File: src/rtl/pl_fetch_pkg.sv
// Shared types and constants for the decoupled instruction-fetch front end.
// Holds the fetch-state enum, PC step and counter-width helper.
package pl_fetch_pkg;

    typedef enum logic {
        RUN   = 1'b0,
        DRAIN = 1'b1
    } fetch_state_e;

    localparam int PC_INC = 4;

    function automatic int cnt_w(input int depth);
        return $clog2(depth + 1);
    endfunction

endpackage

File: src/rtl/pl_fetchq_fifo.sv
// In-order circular buffer of {instruction, pc+4} entries for the fetch queue.
// Power-of-two depth, so head/tail pointers wrap naturally.
module pl_fetchq_fifo
    import pl_fetch_pkg::*;
#(
    parameter int DEPTH = 4,
    parameter int W     = 64
) (
    input  logic                     clk,
    input  logic                     clrn,
    input  logic                     push,
    input  logic                     pop,
    input  logic                     flush,
    input  logic [W-1:0]             wdata,
    output logic [W-1:0]             rdata,
    output logic [cnt_w(DEPTH)-1:0]  count
);

    localparam int PW = $clog2(DEPTH);
    localparam int CW = cnt_w(DEPTH);

    logic [W-1:0]  mem_q [DEPTH];
    logic [W-1:0]  mem_d [DEPTH];
    logic [PW-1:0] head_q, head_d;
    logic [PW-1:0] tail_q, tail_d;
    logic [CW-1:0] count_q, count_d;

    always_comb begin
        mem_d   = mem_q;
        head_d  = head_q;
        tail_d  = tail_q;
        count_d = count_q;
        if (flush) begin
            head_d  = '0;
            tail_d  = '0;
            count_d = '0;
        end else begin
            if (push) begin
                mem_d[tail_q] = wdata;
                tail_d        = tail_q + 1'b1;
            end
            if (pop) begin
                head_d = head_q + 1'b1;
            end
            unique case ({push, pop})
                2'b10:   count_d = count_q + 1'b1;
                2'b01:   count_d = count_q - 1'b1;
                default: count_d = count_q;
            endcase
        end
    end

    always_ff @(posedge clk or negedge clrn) begin
        if (!clrn) begin
            for (int i = 0; i < DEPTH; i++) begin
                mem_q[i] <= '0;
            end
            head_q  <= '0;
            tail_q  <= '0;
            count_q <= '0;
        end else begin
            mem_q   <= mem_d;
            head_q  <= head_d;
            tail_q  <= tail_d;
            count_q <= count_d;
        end
    end

    assign rdata = mem_q[head_q];
    assign count = count_q;

endmodule

File: src/rtl/pl_fetch_queue.sv
// Decoupled fetch: PC, request issue, stale-response discard and queue.
// Define PL_FETCHQ_STATS_EN to add saturating redirect/stall/empty counters.
module pl_fetch_queue
    import pl_fetch_pkg::*;
#(
    parameter int              XLEN     = 32,
    parameter int              DEPTH    = 4,
    parameter logic [XLEN-1:0] RESET_PC = '0
) (
    input  logic            clk,
    input  logic            clrn,
    output logic            imem_req,
    output logic [XLEN-1:0] imem_addr,
    input  logic            imem_gnt,
    input  logic            imem_rvalid,
    input  logic [XLEN-1:0] imem_rdata,
    input  logic            redirect,
    input  logic [XLEN-1:0] redirect_pc,
    output logic            inst_valid,
    output logic [XLEN-1:0] inst,
    output logic [XLEN-1:0] inst_pc4,
    input  logic            id_ready
`ifdef PL_FETCHQ_STATS_EN
    ,
    output logic [31:0]     stat_redirects,
    output logic [31:0]     stat_stalls,
    output logic [31:0]     stat_empty
`endif
);

    localparam int              CW  = cnt_w(DEPTH);
    localparam logic [XLEN-1:0] INC = XLEN'(PC_INC);
    localparam logic [CW:0]     CAP = (CW + 1)'(DEPTH);

    fetch_state_e    state_q, state_d;
    logic [XLEN-1:0] fetch_pc_q, fetch_pc_d;
    logic [XLEN-1:0] resp_pc_q, resp_pc_d;
    logic [CW-1:0]   outst_q, outst_d;
    logic [CW-1:0]   discard_q, discard_d;
    logic [CW-1:0]   count;
    logic [CW:0]     reserved;
    logic [2*XLEN-1:0] head;
    logic            accept, drop, push, pop;

    assign reserved = {1'b0, count} + {1'b0, outst_q};

    // resp_pc tracks the address of the next response that will be kept
    always_comb begin
        imem_req   = ~redirect & (reserved < CAP);
        imem_addr  = fetch_pc_q;
        accept     = imem_req & imem_gnt;
        drop       = imem_rvalid & (redirect | (state_q == DRAIN));
        push       = imem_rvalid & ~drop;
        pop        = inst_valid & id_ready & ~redirect;
        fetch_pc_d = fetch_pc_q;
        resp_pc_d  = resp_pc_q;
        outst_d    = outst_q;
        discard_d  = discard_q;
        if (accept) begin
            fetch_pc_d = fetch_pc_q + INC;
        end
        unique case ({accept, imem_rvalid})
            2'b10:   outst_d = outst_q + 1'b1;
            2'b01:   outst_d = outst_q - 1'b1;
            default: outst_d = outst_q;
        endcase
        if (push) begin
            resp_pc_d = resp_pc_q + INC;
        end
        if (imem_rvalid && discard_q != '0) begin
            discard_d = discard_q - 1'b1;
        end
        if (redirect) begin
            fetch_pc_d = redirect_pc;
            resp_pc_d  = redirect_pc;
            discard_d  = outst_d;
        end
        state_d = (discard_d != '0) ? DRAIN : RUN;
    end

    always_ff @(posedge clk or negedge clrn) begin
        if (!clrn) begin
            state_q    <= RUN;
            fetch_pc_q <= RESET_PC;
            resp_pc_q  <= RESET_PC;
            outst_q    <= '0;
            discard_q  <= '0;
        end else begin
            state_q    <= state_d;
            fetch_pc_q <= fetch_pc_d;
            resp_pc_q  <= resp_pc_d;
            outst_q    <= outst_d;
            discard_q  <= discard_d;
        end
    end

    pl_fetchq_fifo #(
        .DEPTH (DEPTH),
        .W     (2 * XLEN)
    ) u_fifo (
        .clk   (clk),
        .clrn  (clrn),
        .push  (push),
        .pop   (pop),
        .flush (redirect),
        .wdata ({imem_rdata, resp_pc_q + INC}),
        .rdata (head),
        .count (count)
    );

    assign inst_valid = (count != '0);
    assign inst       = head[2*XLEN-1:XLEN];
    assign inst_pc4   = head[XLEN-1:0];

    a_cap: assert property (@(posedge clk) disable iff (!clrn)
        reserved <= CAP);
    a_resp: assert property (@(posedge clk) disable iff (!clrn)
        imem_rvalid |-> (outst_q != '0));

`ifdef PL_FETCHQ_STATS_EN
    logic [31:0] red_q, red_d;
    logic [31:0] stall_q, stall_d;
    logic [31:0] empty_q, empty_d;

    function automatic logic [31:0] sat_inc(input logic [31:0] v,
                                            input logic en);
        return (en && v != '1) ? v + 32'd1 : v;
    endfunction

    always_comb begin
        red_d   = sat_inc(red_q, redirect);
        stall_d = sat_inc(stall_q, inst_valid & ~id_ready);
        empty_d = sat_inc(empty_q, ~inst_valid & ~redirect);
    end

    always_ff @(posedge clk or negedge clrn) begin
        if (!clrn) begin
            red_q   <= '0;
            stall_q <= '0;
            empty_q <= '0;
        end else begin
            red_q   <= red_d;
            stall_q <= stall_d;
            empty_q <= empty_d;
        end
    end

    assign stat_redirects = red_q;
    assign stat_stalls    = stall_q;
    assign stat_empty     = empty_q;
`endif

endmodule
File: config.mk
export PLATFORM = sky130hd
export DESIGN_NAME = pl_fetch_queue
export DESIGN_NICKNAME = d
export VERILOG_FILES = /design/src/rtl/pl_fetch_pkg.sv /design/src/rtl/pl_fetchq_fifo.sv /design/src/rtl/pl_fetch_queue.sv
export SDC_FILE = /design/constraint.sdc
export NUM_CORES = 1
export LEC_CHECK = 0
export CORE_UTILIZATION = 30
export DETAILED_ROUTE_END_ITERATION = 8
export GPL_TIMING_DRIVEN = 0
export HOLD_SLACK_MARGIN = 0.03
export SYNTH_ARGS = -nofsm -noshare
export SYNTH_HDL_FRONTEND = slang
export SYNTH_HIERARCHICAL = 1
export SYNTH_SLANG_ARGS = --single-unit
File: constraint.sdc
create_clock -name clk -period 7.4 [get_ports clk]
set_input_delay 1.48 -clock clk [delete_from_list [all_inputs] [get_ports clk]]
set_output_delay 1.48 -clock clk [all_outputs]
set_load 0.02 [all_outputs]
==> flow_summary.json <==
{
  "run_status": "finished, final reports clean",
  "leakage_nw": 9.77,
  "worst_slew_slack_as_a_fraction_of_its_limit": 0.378,
  "setup.worst_path.class": "in2reg",
  "path_common_cell": "sky130_fd_sc_hd__clkbuf_1",
  "power_density_nw_per_um2": 275,
  "clock_path_buffers": 3,
  "fp.coreArea_um2": 56500,
  "finalMaxSlewViolations": 0,
  "cts-buffers-inserted": 40,
  "antenna_found_initial": 0,
  "wire_length_of_the_first_global_routing_pass_mm": 66.3,
  "met3RoutedLength_mm": 2.07,
  "netlist_area_um2": 17200,
  "tritoncts": "done",
  "die_area_um2": 58300,
  "setup.worst_path.start_class": "input pin",
  "routedWlPerCell_um": 19.6,
  "synth_enable_flop_cells": 0,
  "crit_fanout": 10,
  "seq_area_frac_synth": 0.486,
  "timing.critical_path.slowest_stage_cell": "sky130_fd_sc_hd__clkbuf_1",
  "cts_repair_resize_count": 0,
  "grt.overflow.total": 0,
  "firstDrtPassIters": 5,
  "drt_drc_violations_left": 0,
  "met1_length_mm": 19.5,
  "final_design_area_no_fill_um2": 21100,
  "yosys.cell_types.count": 65,
  "yosysWarnings": 6,
  "highest_layer_used_for_signal_routing": "met4",
  "cts_num_sinks": 334,
  "final-hold-violation-count": 0,
  "max_cap_viol_count": 0,
  "detail_route.vias_per_cell": 4.73,
  "worst_hold_path_type": "reg2reg",
  "timing.final.crit_share": 0.602,
  "critPathArrivalTime_ps": 4860,
  "setup_viol_count_final": 0,
  "worst_skew_pair.late_latency_ps": 540,
  "synth_flop_cell": "sky130_fd_sc_hd__dfrtp_1",
  "finalWeightedCongestion": 0.818,
  "htree_levels": 2,
  "clock.fmax_ghz": 0.225,
  "worst_slew_pin_slew_ps": 926,
  "path_delay_family": "buffers and inverters",
  "std_cell_rows": 87,
  "antennaDiodeCount": 0,
  "met2_length_mm": 19.8,
  "place_hpwl_mm": 28.7,
  "worst_ir_drop_vdd_v": 0.000214,
  "hold_buffers": 0,
  "synthCells": 1155,
  "nNetsFinal": 1448,
  "grt_start_max_net_pins": 125,
  "die_h_um": 242,
  "vias_in_the_first_global_route": 11000,
  "layout.core_utilization": 0.373,
  "post_layout_min_period_ps": 4450,
  "global_route.usage.total": 0.145,
  "number_of_nets_with_antenna_violations_after_detailed_routing": 0,
  "io_buffers": 166,
  "floorplan.initialDensity": 0.305,
  "cts-root-buf": "sky130_fd_sc_hd__clkbuf_16",
  "number_of_ports_placed_on_the_die_boundary": 168,
  "worst_setup_path_end_kind": "flip-flop",
  "postSynthNetCount": 1238,
  "final_layout_size_suffix_gt1_frac": 0.335,
  "cp.buffers_inverters": 5,
  "finClkSkew_ps": 16.0,
  "die_w_um": 242,
  "synthesized_area_per_cell_um2": 14.9,
  "asyncSetResetFlopFracSynth": 1.00,
  "crit_required_ps": 7810,
  "area_growth_pct": 22.6,
  "ys_seq_elements": 334,
  "vias": 10100,
  "worst_path_largest_cell_delay_ps": 480,
  "dr.first_iter.drc_count": 607,
  "unrepaired_setup_endpoints_after_global_routing": "no",
  "critical_path.cell_chain": "clkbuf_1 -> nor4_1 -> and3_1 -> inv_1 -> clkbuf_1 -> clkbuf_1 -> ha_1 -> inv_1 -> fa_1 -> xor2_1 -> nor2_1 -> xor2_1 -> mux2_2 -> or3_1",
  "total_wire_length_mm": 42.1,
  "buffers_inserted_by_post_cts_timing_repair": 0,
  "cts.reportedPaths.clkPinSlew_ps": 60,
  "placed_cell_area_um2": 19900
}
-- final timing paths --
kind / from / to / slack [ps] / depth (start not counted)
worst min-delay path: u_fifo/mem_q[215]$_DFFE_PN0P_ / u_fifo/mem_q[215]$_DFFE_PN0P_ / 500 / 1
worst min register to register: u_fifo/mem_q[215]$_DFFE_PN0P_ / u_fifo/mem_q[215]$_DFFE_PN0P_ / 500 / 1
max in group asynchronous: clrn / imem_addr[25]$_DFFE_PN0N_ / 5270 / 2
worst max register to register: u_fifo/count[1]$_DFFE_PN0P_ / state_q$_DFF_PN0_ / 3560 / 14
min in group asynchronous: clrn / u_fifo/mem_q[241]$_DFFE_PN0P_ / 1010 / 1
worst max-delay path: redirect / state_q$_DFF_PN0_ / 2950 / 14
-- synthesized netlist by cell type, drive strengths merged, types with 11 or more instances --
cell type / count / area, um^2
buf: 47 / 639
clkbuf: 23 / 86.3
dfrtp: 334 / 8360
ha: 11 / 138
inv: 23 / 86.3
mux2: 272 / 3960
mux4: 64 / 1440
nand2: 69 / 324
nand3: 35 / 188
nand4: 17 / 106
nor2: 34 / 133
nor3: 19 / 125
o21ai: 39 / 195
xnor2: 41 / 359
xor2: 31 / 272
-- registers in the layout (all words and copies together), names as in the netlist --
signal,flops
resp_pc_q,32
state_q,1
u_fifo/head_q,2
outst_q,3
u_fifo/tail_q,2
imem_addr,32
u_fifo/mem_q,256
discard_q,3
u_fifo/count,3
-- area by class of cell --
cell class	count	area [um^2]
Multi-Input combinational cell	728	8040
Buffer	70	726
Clock buffer	58	1150
Timing Repair Buffer	168	1720
Sequential cell	334	8360
Inverter	23	86.3
Tap cell	756	946
Fill cell	5321	35400
Clock inverter	7	67.6
-- through the flow --
step,setup TNS [ps],instances,worst slack [ps],hold slack [ps],total power (W)
after floorplan,0,1155,3120,461,0.00327
after global placement,-3240040,2077,-9750,481,0.00396
after detailed placement,0,2079,2370,488,0.00400
after CTS,0,2144,2950,505,0.00590
after global routing,0,2144,2670,513,0.00610
final,0,2144,2950,502,0.00580
-- cell families after synthesis --
kind of cell,count (synthesis),share of synthesized area
adders and majority gates,13,0.0103
and+or+nand+nor,227,0.0765
AOI/OAI and AO/OA,77,0.0279
xor gates and xnor gates,72,0.0366
buffers and inverters,93,0.0472
DFF,334,0.486
muxes,339,0.316
-- where the power goes --
group | total [W] | internal, W | switching, W | leakage (nW)
clock network | 0.00186 | 0.00110 | 0.000754 | 0.588
registers | 0.00228 | 0.00209 | 0.000188 | 4.43
logic | 0.00167 | 0.000917 | 0.000748 | 4.76
-- routing by layer --
metal  vias to the layer above  global-route usage
met5                         -                   0
met4                         0              0.0363
met3                        49              0.0301
met2                       238               0.235
met1                      5225               0.197
li1                       4626                   -
-- cell usage in the layout (no fill, tap or decap), drive strengths merged, types with 3 or more instances in the layout --
| master | instances |
|---|---|
| dfrtp | 334 |
| mux2 | 272 |
| clkdlybuf4s50 | 165 |
| clkbuf | 81 |
| nand2 | 69 |
| mux4 | 64 |
| buf | 50 |
| xnor2 | 41 |
| o21ai | 39 |
| nand3 | 35 |
| nor2 | 34 |
| xor2 | 31 |
| inv | 23 |
| nor3 | 19 |
| nand4 | 17 |
| ha | 11 |
| and4 | 10 |
| and3 | 10 |
| o211ai | 9 |
| a21oi | 8 |
| nor4 | 8 |
| o311ai | 6 |
| and2 | 3 |
| or3 | 3 |
| mux2i | 3 |
| o31a | 3 |
| a31oi | 3 |
| clkinvlp | 3 |
| clkinv | 3 |
| or3b | 3 |
Power figures use the tool's default switching activity.
